## config.mk

```make
export PLATFORM = sky130hd
export DESIGN_NAME = rej_uniform
export DESIGN_NICKNAME = d
export VERILOG_FILES = /design/src/rtl/kyber_pkg.sv /design/src/rtl/rej_bytebuf.sv /design/src/rtl/rej_uniform.sv
export SDC_FILE = /design/constraint.sdc
export NUM_CORES = 1
export LEC_CHECK = 0
export CAP_MARGIN = 20
export CORE_MARGIN = 2
export CORE_UTILIZATION = 45
export DETAILED_ROUTE_END_ITERATION = 6
export DONT_BUFFER_PORTS = 1
export SKIP_CTS_REPAIR_TIMING = 1
export SYNTH_ARGS = -nofsm -noshare
export SYNTH_HDL_FRONTEND = slang
export SYNTH_HIERARCHICAL = 1
export SYNTH_SLANG_ARGS = --single-unit
```

## constraint.sdc

```tcl
create_clock -name i_clk -period 3.3 [get_ports i_clk]
set_clock_uncertainty 0.1 [all_clocks]
set_input_delay 0.66 -clock i_clk [delete_from_list [all_inputs] [get_ports i_clk]]
set_output_delay 0.66 -clock i_clk [all_outputs]
set_load 0.01 [all_outputs]
```

## src/rtl/kyber_pkg.sv

```systemverilog
// kyber_pkg -- shared Kyber constants and helpers for the sampling datapath.
//   KYBER_Q   : modulus; candidates below it are kept
//   KYBER_N   : coefficients per polynomial
//   COEF_W    : coefficient width
//   rej_state_t : control states of the rejection sampler
//   rej_candidate() : extracts one 12-bit candidate from a 3-byte group
package kyber_pkg;

  localparam int KYBER_Q = 3329;
  localparam int KYBER_N = 256;
  localparam int COEF_W  = 12;

  localparam logic [COEF_W-1:0] KYBER_Q_C = COEF_W'(KYBER_Q);

  typedef enum logic [1:0] {
    S_IDLE = 2'd0,
    S_RUN  = 2'd1,
    S_DONE = 2'd2
  } rej_state_t;

  // grp holds three stream bytes: b0 in [23:16], b1 in [15:8], b2 in [7:0].
  // Phase 0 yields b0 + 256*(b1 mod 16); phase 1 yields (b1 div 16) + 16*b2.
  function automatic logic [COEF_W-1:0] rej_candidate(input logic phase,
                                                      input logic [23:0] grp);
    if (!phase) return {grp[11:8], grp[23:16]};
    else        return {grp[7:0], grp[15:12]};
  endfunction

endpackage

```

## src/rtl/rej_bytebuf.sv

```systemverilog
// rej_bytebuf -- 16-byte FIFO feeding the rejection sampler.
// Bytes are packed head-first in a 128-bit vector; unused tail bytes are
// always zero, so a push simply ORs the new word in at the fill position.
// Ports:
//   clk, rst_n     : clock, asynchronous active-low reset
//   clear          : synchronous flush (count and contents to zero)
//   push/push_data : append 8 bytes, stream byte 0 in [63:56]
//   pop            : drop the 3 head bytes
//   count          : bytes held, 0..16
//   head           : three head bytes, byte 0 in [23:16]
// The caller only pushes when count <= 8 and only pops when count >= 3.
module rej_bytebuf (
  input  logic        clk,
  input  logic        rst_n,
  input  logic        clear,
  input  logic        push,
  input  logic [63:0] push_data,
  input  logic        pop,
  output logic [4:0]  count,
  output logic [23:0] head
);

  logic [127:0] q;
  logic [127:0] q_nxt;
  logic [4:0]   base;
  logic [7:0]   sh;

  // Fill position is computed after any same-cycle pop.
  always_comb begin
    base  = count - (pop ? 5'd3 : 5'd0);
    sh    = {base, 3'b000};
    q_nxt = (pop ? (q << 24) : q) |
            (push ? ({push_data, 64'h0} >> sh) : 128'h0);
  end

  always_ff @(posedge clk or negedge rst_n) begin
    if (!rst_n) begin
      q     <= '0;
      count <= '0;
    end else if (clear) begin
      q     <= '0;
      count <= '0;
    end else begin
      q     <= q_nxt;
      count <= count + (push ? 5'd8 : 5'd0) - (pop ? 5'd3 : 5'd0);
    end
  end

  assign head = q[127:104];

endmodule

```

## src/rtl/rej_uniform.sv

```systemverilog
// rej_uniform -- Kyber uniform rejection sampler (SampleNTT style).
// Consumes a 64-bit XOF byte stream, forms 12-bit candidates from each
// 3-byte group (two per group, one per cycle) and emits those below q
// with a running index until 256 have been produced.
// Ports:
//   i_clk, i_rstn          : clock, asynchronous active-low reset
//   i_start                : begin (or restart) a polynomial
//   i_ibytes/_valid        : stream word, byte 0 in [63:56]
//   o_ibytes_ready         : word taken when valid && ready
//   i_ibytes_done          : upstream has no more bytes for now
//   o_coef/_valid/_idx     : accepted coefficient, one-cycle valid, index
//   o_need_more            : pulse, stream ran out before 256 coefficients
//   o_done                 : pulse, one cycle after coefficient 255
// Optional build macro REJ_UNIFORM_STATS_EN adds o_rej_cnt, a saturating
// count of rejected candidates since the last i_start.
module rej_uniform import kyber_pkg::*; (
  input  logic              i_clk,
  input  logic              i_rstn,
  input  logic              i_start,
  input  logic [63:0]       i_ibytes,
  input  logic              i_ibytes_valid,
  output logic              o_ibytes_ready,
  input  logic              i_ibytes_done,
  output logic [COEF_W-1:0] o_coef,
  output logic              o_coef_valid,
  output logic [7:0]        o_coef_idx,
  output logic              o_need_more,
  output logic              o_done
`ifdef REJ_UNIFORM_STATS_EN
  ,
  output logic [9:0]        o_rej_cnt
`endif
);

  rej_state_t        state;
  logic              phase;
  logic [8:0]        acc;
  logic              pending;
  logic [4:0]        count;
  logic [23:0]       head;
  logic              push;
  logic              pop;
  logic              eval;
  logic              accept;
  logic              last;
  logic              clear;
  logic [COEF_W-1:0] cand;

  // Ready depends on registered state only, never on i_ibytes_valid.
  assign o_ibytes_ready = (state == S_RUN) && (count <= 5'd8);
  assign push   = i_ibytes_valid && o_ibytes_ready;
  // A restart pulse suppresses evaluation in its own cycle.
  assign eval   = (state == S_RUN) && (count >= 5'd3) && !i_start;
  assign pop    = eval && phase;
  assign cand   = rej_candidate(phase, head);
  assign accept = eval && (cand < KYBER_Q_C);
  assign last   = accept && (acc == 9'(KYBER_N - 1));
  // Leftover bytes are dropped once the polynomial is complete.
  assign clear  = i_start || (state == S_DONE);

  rej_bytebuf u_bytebuf (
    .clk       (i_clk),
    .rst_n     (i_rstn),
    .clear     (clear),
    .push      (push),
    .push_data (i_ibytes),
    .pop       (pop),
    .count     (count),
    .head      (head)
  );

  always_ff @(posedge i_clk or negedge i_rstn) begin
    if (!i_rstn) begin
      state        <= S_IDLE;
      phase        <= 1'b0;
      acc          <= '0;
      pending      <= 1'b0;
      o_coef       <= '0;
      o_coef_valid <= 1'b0;
      o_coef_idx   <= '0;
      o_need_more  <= 1'b0;
      o_done       <= 1'b0;
`ifdef REJ_UNIFORM_STATS_EN
      o_rej_cnt    <= '0;
`endif
    end else begin
      o_coef_valid <= 1'b0;
      o_need_more  <= 1'b0;
      o_done       <= 1'b0;
      case (state)
        S_IDLE: begin
          if (i_start) begin
            state   <= S_RUN;
            phase   <= 1'b0;
            acc     <= '0;
            pending <= 1'b0;
`ifdef REJ_UNIFORM_STATS_EN
            o_rej_cnt <= '0;
`endif
          end
        end
        S_RUN: begin
          if (i_start) begin
            phase   <= 1'b0;
            acc     <= '0;
            pending <= 1'b0;
`ifdef REJ_UNIFORM_STATS_EN
            o_rej_cnt <= '0;
`endif
          end else begin
            if (eval) begin
              phase <= ~phase;
              if (accept) begin
                o_coef       <= cand;
                o_coef_valid <= 1'b1;
                o_coef_idx   <= acc[7:0];
                acc          <= acc + 9'd1;
                if (last) state <= S_DONE;
              end
`ifdef REJ_UNIFORM_STATS_EN
              else if (o_rej_cnt != 10'h3FF) begin
                o_rej_cnt <= o_rej_cnt + 10'd1;
              end
`endif
            end
            // A done pulse arriving with the final word is judged only
            // after that word has been consumed down to a partial group.
            if (last) begin
              pending <= 1'b0;
            end else if (i_ibytes_done) begin
              if (push) begin
                pending <= 1'b1;
              end else begin
                o_need_more <= 1'b1;
                pending     <= 1'b0;
              end
            end else if (pending && (count < 5'd3)) begin
              o_need_more <= 1'b1;
              pending     <= 1'b0;
            end
          end
        end
        S_DONE: begin
          state   <= S_IDLE;
          o_done  <= 1'b1;
          pending <= 1'b0;
        end
        default: state <= S_IDLE;
      endcase
    end
  end

endmodule

```

### Word-level counts from Yosys, hierarchy flattened

Index checks and enable logic that the tools add are counted.
W data, S select, Z words.

| storage, ports and cells | value |
|---|---|
| bits in registers | 169 |
| output and inout bits | 24 |
| logic and storage cells | 91 |

| cells by class | value |
|---|---|
| $add $sub $neg | 4 |
| $lt $le $gt $ge | 4 |
| equality and inequality tests | 11 |
| shift operators | 1 |
| muxes and demuxes | 39 |
| bitwise logic cells | 3 |
| reduce and logical (&&, ||, !) cells | 18 |

Operators by type and width:

| cell | number |
|---|---|
| $mux W128 | 3 |
| $or A128 B128 Y128 | 1 |
| $shr A128 B8 Y128 | 1 |
| $mux W9 | 4 |
| $mux W1 | 19 |
| $pmux W9 S2 | 1 |
| $lt A12 B12 Y1 const B | 1 |
| $mux W12 | 1 |
| $mux W2 | 6 |
| $ne A2 B2 Y1 const B | 5 |
| $add A9 B1 Y9 const B | 1 |
| $eq A9 B8 Y1 const B | 1 |
| $logic_and A1 B1 Y1 | 8 |
| $reduce_and A4 Y1 | 2 |
| $ne A3 B3 Y1 const B | 2 |
| $reduce_and A3 Y1 | 2 |
| $add A5 B5 Y5 | 1 |
| $ge A5 B2 Y1 const B | 1 |
| $le A5 B4 Y1 const B | 1 |
| $lt A5 B2 Y1 const B | 1 |
| $mux W5 | 1 |
| $ne A5 B4 Y1 const B | 1 |
| $reduce_and A5 Y1 | 1 |
| $sub A5 B2 Y5 | 1 |
| other kinds (13) | 14 |

### Logic depth before layout (Yosys ltp)

Gate-level depths: netlist of run 1.

| depth | value |
|---|---|
| depth in word-level cells | 10 |
| gate-level depth with buffers | 17 |
| mapped depth without buffers | 12 |

### Hierarchy

The synthesis of run 1 kept the hierarchy.

By module, submodules not included:

| module | instances | cells each | area an instance (µm²) | seq. area each (µm²) |
|---|---|---|---|---|
| rej_bytebuf | 1 | 957 | 9,029.9 | 3,328.2 |
| rej_uniform | 1 | 172 | 1,855.5 | 900.9 |

### Worst setup path before layout of run 1

OpenSTA, ideal clock, no wires.

| timing | value |
|---|---|
| path kind | in2reg |
| start point | input port i_start |
| end point | register u_bytebuf.q[39] |
| library setup time | 77 ps |
| arrival | 3,561 ps |
| path slack | -439 ps |
| stages | 13 |
| path buffers | 3 |
| cell sequence | nor3b_2 > or2b_2 > nor2_1 > buf_2 > inv_2 > clkbuf_1 > ha_1 > nor3b_1 > o211a_1 > nand2_2 > buf_6 > or4_1 > a21oi_1 |

| on the way | value |
|---|---|
| cells in the longest elaborated chain, start to end | 9 |
| elaborated cells between the ends (all ways) | 11 |

RTL lines:

| element | RTL line | RTL |
|---|---|---|
| start: declaration | rej_uniform.sv:19 | `input logic i_start,` |
| $logic_not A1 Y1 * | rej_uniform.sv:53 | `assign eval = (state == S_RUN) && (count >= 5'd3) && !i_start;` |
| $logic_and A1 B1 Y1 * | rej_uniform.sv:53 |  |
| $logic_and A1 B1 Y1 * | rej_uniform.sv:54 | `assign pop = eval && phase;` |
| via pop | rej_uniform.sv:42 | `logic pop;` |
| $mux W2 | rej_bytebuf.sv:30 | `base = count - (pop ? 5'd3 : 5'd0);` |
| $sub A5 B2 Y5 | rej_bytebuf.sv:30 |  |
| $shr A128 B8 Y128 | rej_bytebuf.sv:33 | `(push ? ({push_data, 64'h0} >> sh) : 128'h0);` |
| $mux W128 | rej_bytebuf.sv:33 |  |
| $or A128 B128 Y128 * | rej_bytebuf.sv:32 | `q_nxt = (pop ? (q << 24) : q) \|` |
| $mux W128 * | rej_bytebuf.sv:40 | `end else if (clear) begin` |
| end signal: assignment | rej_bytebuf.sv:44 | `q <= q_nxt;` |
| end: declaration | rej_bytebuf.sv:23 | `logic [127:0] q;` |

The timed path passes the listed nets; every way through them passes the cells marked *.
A chain may end at the register's enable or synchronous reset.

### Final worst setup path of run 1

| timing | value |
|---|---|
| start point | register u_bytebuf.count[1] |
| end point | register u_bytebuf.q[6] |

| on the way | value |
|---|---|
| cells in the longest elaborated chain, start to end | 10 |
| elaborated cells between the ends (all ways) | 14 |

RTL lines:

| element | RTL line | RTL |
|---|---|---|
| start: declaration | rej_bytebuf.sv:19 | `output logic [4:0] count,` |
| start signal: assignment | rej_bytebuf.sv:45 | `count <= count + (push ? 5'd8 : 5'd0) - (pop ? 5'd3 : 5'd0);` |
| $ge A5 B2 Y1 * | rej_uniform.sv:53 |  |
| $logic_and A1 B1 Y1 * (2 in a row) | rej_uniform.sv:53 |  |
| $logic_and A1 B1 Y1 * | rej_uniform.sv:54 |  |
| via pop | rej_uniform.sv:42 |  |
| $mux W2 | rej_bytebuf.sv:30 |  |
| $sub A5 B2 Y5 | rej_bytebuf.sv:30 |  |
| $shr A128 B8 Y128 | rej_bytebuf.sv:33 |  |
| $mux W128 | rej_bytebuf.sv:33 |  |
| $or A128 B128 Y128 * | rej_bytebuf.sv:32 |  |
| $mux W128 * | rej_bytebuf.sv:40 |  |

Marks and branches as above.

==> results of run 1 <==
==> report_power, final <==
part | switching, mW | internal [mW]
Combinational | 5.21 | 4.85
Clock | 1.01 | 1.03
Sequential | 0.621 | 2.77
Total | 6.84 | 8.65
==> cell usage in the layout (no fill, tap or decap), drive strengths merged, types with 9 or more instances in the layout <==
cell type  instances
dfrtp            169
nand2            168
buf              149
a21oi            129
mux2i            126
nor2              40
nor2b             38
mux2              33
nor3              33
mux4              32
nand3             32
a221oi            24
inv               23
clkbuf            21
o21ai             19
a31oi             17
a22oi             16
and2              12
or4                9
a221o              9
ha                 9
==> final cells by class <==
| class | instances | area (sq um) | share of cell area (%) |
|---|---|---|---|
| clock inverter | 15 | 173 | 1.27 |
| multi-input combinational | 828 | 6770 | 49.9 |
| clock buffer | 17 | 425 | 3.13 |
| tap | 319 | 399 | 2.94 |
| timing repair buffer | 153 | 1520 | 11.2 |
| sequential | 169 | 4230 | 31.2 |
| inverter | 14 | 55.1 | 0.406 |
==> sequential cells by signal, summed over array words and instances, names as in the netlist <==
signal,count
u_bytebuf/count,5
phase,1
o_coef_valid,1
o_done,1
acc,9
o_coef_idx,8
state,2
pending,1
o_coef,12
o_need_more,1
u_bytebuf/q,128
==> cells by family after synthesis <==
group           share of synthesized area (%)
mux                                      21.8
fa+ha+maj                                1.40
flops                                    38.9
simple gates                             15.9
buf+inv                                  6.11
compound gates                           15.6
xor+xnor                                0.402
==> synthesized netlist by cell type, types with 13 or more instances <==
cell type,count
a21oi_1,129
mux2_2,30
mux4_2,32
buf_4,25
nor2_1,39
nand2_1,167
a22oi_1,16
nor3_1,28
a221oi_1,24
buf_2,24
a31oi_1,17
nor2b_1,38
nand3_1,32
o21ai_0,19
mux2i_1,125
clkbuf_1,56
inv_1,13
dfrtp_1,169
==> path summary, 6_finish.rpt <==
path | from | end | slack [ns] | cells past startpoint
max | u_bytebuf/count[1]$_DFF_PN0_ | u_bytebuf/q[6]$_DFF_PN0_ | -0.26 | 12
min | i_rstn | o_coef_idx[1]$_DFFE_PN0P_ | -0.20 | 0
max reg2reg | u_bytebuf/count[1]$_DFF_PN0_ | u_bytebuf/q[6]$_DFF_PN0_ | -0.26 | 12
min reg2reg | u_bytebuf/q[20]$_DFF_PN0_ | u_bytebuf/q[20]$_DFF_PN0_ | 0.43 | 2
max in group asynchronous | i_rstn | u_bytebuf/q[103]$_DFF_PN0_ | 3.00 | 0
min in group i_clk | i_start | phase$_DFFE_PN0P_ | 0.21 | 1
==> metrics by stage <==
step	TNS, ns	setup WS [ns]	total power, mW	cells	hold WS [ns]
2_1_floorplan	-0.199	-0.0281	8.45	1129	0.264
3_3_place_gp	-23.92	-0.343	11.3	1453	0.270
3_5_place_dp	-28.67	-0.437	11.4	1453	0.271
4_1_cts	-17.90	-0.476	13.4	1485	-0.206
5_1_grt	-29.19	-0.371	16.3	1515	-0.219
6_report	-15.24	-0.262	15.5	1515	-0.202
==> routing by layer <==
metal | part of all wire, % | track usage, %
met5 | 0 | 0
met4 | 2.8 | 7.69
met3 | 8.7 | 7.27
met2 | 45 | 38.1
met1 | 44 | 37.5
==> worst max-delay path, delay by kind of cell (launching register included) <==
family	cells	cell delay, ns
flip-flops	1	0.41
multiplexers	1	0.54
AND/OR/NAND/NOR	4	0.40
AO/OA/AOI/OAI	3	0.64
buffers and inverters	2	0.31
adder cells (fa/ha/maj)	2	1.00
==> results_dict.tcl, run 1 <==
set metrics [dict create \
    status "finished with violations" \
    violations "hold timing, setup timing" \
    synth_area_leaders "dfrtp_1 39%, mux2i_1 11%, mux4_2 6.6%" \
    drive_above_1_share_pct 34.2 \
    min_period_over_period_pct 108 \
    wl_per_cell_um 23.0 \
    worstSkewPairLatency_ns 0.45 \
    post-route-min-period_ns 3.56 \
    hold_class "in2async" \
    syn_avg_cell_area_sq_um 9.64 \
    viasPerCell 6.13 \
    dp_hpwl_um 23200 \
    cts.reportedPaths.clkPinSlew_ns 0.08 \
    cts_root_buffer "clkbuf_16" \
    grt_pass1_vias 8550 \
    synth_edf_count 0 \
    grt_pass1_wl_um 51100 \
    htreeDepth 4 \
    yosys_warnings 6 \
    yosysTopAreaCell "dfrtp_1" \
    antenna_found_initial 0 \
    die_x_um 160 \
    drcViolationCount 0 \
    crit_type "reg2reg" \
    cp_slowest_cell "fa_4" \
    start_util_pct 46.1 \
    fillers 2059 \
    gp_congestion 0.899 \
    numPortBuffers 0 \
    grt_start_max_net_pins 170 \
    synth.net_count 1209 \
    vias 9293 \
    core.rowCount 56 \
    yosysSeqAreaShare_pct 38.9 \
    cts_buffers 17 \
    fmax_mhz 281 \
    total_leakage_power_nw 5.67 \
    drtIter0Drc 797 \
    cts_num_sinks 169 \
    finalInstanceArea_sq_mm 0.0136 \
    ioPinCount 93 \
    wirelength_um 34800 \
    syn-cell-area_sq_mm 0.0109 \
    end_kind "register" \
    power_density_mw_per_mm2 1140 \
    timing.critical_path.from_type "register" \
    postSynth.asyncResetShare_pct 100 \
    whs_ns -0.202 \
    syn_inst 1129 \
    cts_tree "built" \
    worstMarginPinSlew_ns 0.836 \
    drv_slew 0 \
    synth_cell_types 67 \
    required_ns 3.51 \
    synthToLayoutAreaGrowth_pct 24.7 \
    ys_seq_elements 169 \
    cp_common_cell "buf_12" \
    post-route-util_pct 57.5 \
    synth_flop_cell "dfrtp_1" \
    clockBufferDepth 2 \
    synth_top_area_share_pct 38.9 \
    final_nets 1263 \
    grt_usage_pct 26.0 \
    antenna_left 0 \
    maxSlewHeadroom_pct 44.3 \
    fp.dieArea_sq_mm 0.0254 \
    setup_ws_ns -0.262 \
    maxCapViolCount 0 \
    cp_slowest_stage_delay_ns 0.84 \
    cp_max_fo 8 \
    rsz0062_at_grt "yes" \
    diodes 0 \
    die_h_um 160 \
    hold_viol_final 169 \
    fp.coreArea_sq_mm 0.0236 \
    firstDrtPassIters 5 \
    grt_remaining_overflow 0 \
    placed_cell_area_sq_mm 0.0119 \
    setup_viol 119 \
    worstPathCellList "a2111oi_4 > or2b_4 > nor2_4 > ha_4 > fa_4 > buf_12 > buf_12 > mux4_2 > nand2_2 > o31ai_4 > a22oi_2 > nor2_1" \
    crit_arrival_ns 3.78 \
    peakVddDrop_uv 674 \
]
Power figures use the tool's default switching activity.
==> run 2, diff against run 1 <==
ABC_AREA = 1   (was not set)
GPL_TIMING_DRIVEN = 0   (was not set)
clock period = 2.9 ns   (was 3.3 ns; I/O delays follow)
==> results_dict.tcl, run 2 <==
set metrics [dict create \
    status "finished with violations" \
    violations "hold timing, setup timing" \
    start_util_pct 45.7 \
    largest_reg_flops 128 \
    stdcell_count 2008 \
    wl_met3_um 4840 \
    hold_class "in2async" \
    drv_slew 0 \
    dp_hpwl_um 40400 \
    largestRegisters "u_bytebuf/q x128, o_coef x12, acc x9" \
    grt_pass1_wl_um 72400 \
    syn-cell-area_sq_mm 0.0115 \
    grt_pass1_vias 10930 \
    cts_tree "built" \
    post-route-min-period_ns 3.06 \
    layout_commonest_cell "nand2_1" \
    wirelength_um 51700 \
    setup_ws_ns -0.157 \
    worstSkewPairLatency_ns 0.44 \
    crit_type "reg2reg" \
    synth.net_count 1692 \
    htreeDepth 4 \
    fp.dieArea_sq_mm 0.0268 \
    synth_most_common_cell "nand2_1" \
    cts_root_buffer "clkbuf_16" \
    die_x_um 164 \
    whs_ns -0.262 \
    cts_num_sinks 169 \
    min_period_over_period_pct 105 \
    end_kind "register" \
    wl_met2_um 22100 \
    drive_above_1_share_pct 30.5 \
    maxCapViolCount 0 \
    synth_top_area_share_pct 36.9 \
    numPortBuffers 0 \
    synthToLayoutAreaGrowth_pct 29.4 \
    worstMarginPinSlew_ns 0.912 \
    setup_viol 119 \
    cp_max_fo 7 \
    finalInstanceArea_sq_mm 0.0148 \
    gp_congestion 1.07 \
    synth_area_leaders "dfrtp_1 37%, nand2_1 16%, nand3_1 15%" \
    viasPerCell 5.92 \
    seqCellArea_sq_mm 0.00423 \
    clockBufferDepth 2 \
    vias 11886 \
    grt_start_max_net_pins 170 \
    required_ns 3.15 \
    place_inst 1942 \
    yosys_warnings 6 \
    yosysTopAreaCell "dfrtp_1" \
    maxSlewHeadroom_pct 39.2 \
    diodes 0 \
    synth_cell_types 36 \
    firstDrtPassIters 6 \
    timing.critical_path.from_type "register" \
    highest_layer "met4" \
    synth_edf_count 0 \
    yosysSeqAreaShare_pct 36.9 \
    syn_inst 1612 \
    cts.reportedPaths.clkPinSlew_ns 0.08 \
    drcViolationCount 0 \
    antenna_left 0 \
    fp.coreArea_sq_mm 0.0251 \
    regMostFlops "u_bytebuf/q" \
    grt_usage_pct 37.7 \
    met1Wirelength_um 20800 \
    multiInputGateArea_sq_mm 0.00769 \
    fillers 2374 \
    die_h_um 164 \
    wl_per_cell_um 25.8 \
    placed_cell_area_sq_mm 0.0119 \
    synth_flop_cell "dfrtp_1" \
    postSynth.asyncResetShare_pct 100 \
    final_nets 1745 \
    ioPinCount 93 \
    post-route-util_pct 59.1 \
    drtIter0Drc 1363 \
    core.rowCount 58 \
    syn_avg_cell_area_sq_um 7.11 \
    reg2reg_slack_ns -0.16 \
    ys_seq_elements 169 \
    grt_remaining_overflow 0 \
    synth_commonest_cells "500 x nand2_1, 335 x nand3_1, 169 x dfrtp_1" \
    rsz0062_at_grt "yes" \
    fmax_mhz 327 \
    layout_common_cells "446 x nand2_1, 181 x nand3_1, 166 x dfrtp_1" \
    hold_viol_final 169 \
    antenna_found_initial 0 \
    cts_buffers 17 \
    crit_arrival_ns 3.30 \
]
## run 2: cell count changes in the layout (fill, tap and decap cells not counted), sizes merged, moves of 38 or more
cell,previous run,this run
nand2,168,510
inv,23,109
nor2,40,78
nor2b,38,0
nand3,32,336
## run 2: kinds of logic (layout without fill, tap and decap cells)
logic type	after synthesis	count (layout)	synth area share, %
compound gates	149	149	6.85
xor+xnor	5	5	0.382
flops	169	169	36.9
buf+inv	238	303	10.2
simple gates	938	939	35.4
mux	102	102	8.90
fa+ha+maj	11	11	1.33
## run 2: per-stage QoR
| step | setup WS [ns] | setup TNS (ns) |
|---|---|---|
| 2_1_floorplan | 0.0121 | 0 |
| 3_3_place_gp | -1.27 | -120.23 |
| 3_5_place_dp | -1.34 | -131.23 |
| 4_1_cts | -1.38 | -134.31 |
| 5_1_grt | -0.243 | -18.57 |
| 6_report | -0.157 | -7.92 |
## run 2: critical path, stage by stage (launching register included)
cell and delay [ns]:
dfrtp_1 0.38, inv_2 0.06, nor2_4 0.15, inv_4 0.06
nor2_4 0.14, nand2_2 0.09, nor2_4 0.18, buf_6 0.15
clkinvlp_4 0.14, buf_8 0.18, ha_4 0.17, inv_2 0.06
ha_4 0.16, nand2_4 0.07, nand2_4 0.08, nand2_8 0.09
buf_12 0.16, buf_12 0.15, nand3_4 0.08, nand3_4 0.13
a21oi_2 0.17
## run 2: path summary, 6_finish.rpt
path                                      start                         to  cells past startpoint
max in group asynchronous                i_rstn  u_bytebuf/q[41]$_DFF_PN0_                      0
min in group i_clk                      i_start       state[0]$_DFFE_PN0P_                      2
setup / recovery           state[0]$_DFFE_PN0P_  u_bytebuf/q[41]$_DFF_PN0_                     20
hold / removal                           i_rstn         acc[3]$_DFFE_PN0P_                      0
setup reg to reg           state[0]$_DFFE_PN0P_  u_bytebuf/q[41]$_DFF_PN0_                     20
hold reg to reg              acc[7]$_DFFE_PN0P_         acc[7]$_DFFE_PN0P_                      2
## run 2: cell type report
class / instances / share of cell area [%]
Multi-Input combinational cell: 1206 / 51.8
Buffer: 133 / 7.24
Sequential cell: 169 / 28.5
Inverter: 105 / 2.75
Tap cell: 330 / 2.78
Clock inverter: 15 / 1.32
Timing Repair Buffer: 33 / 2.71
Clock buffer: 17 / 2.87
## run 2: layer usage
layer  vias to the layer above  GRT usage, %
li1                       5385             -
met1                      5693          49.5
met2                       658          57.2
met3                       150          8.13
met4                         0          21.8
met5                         -             0
Power of run 2 is left out: the tool's default activity adds up to more than one toggle a clock period on the data nets, which glitch-free logic cannot reach.
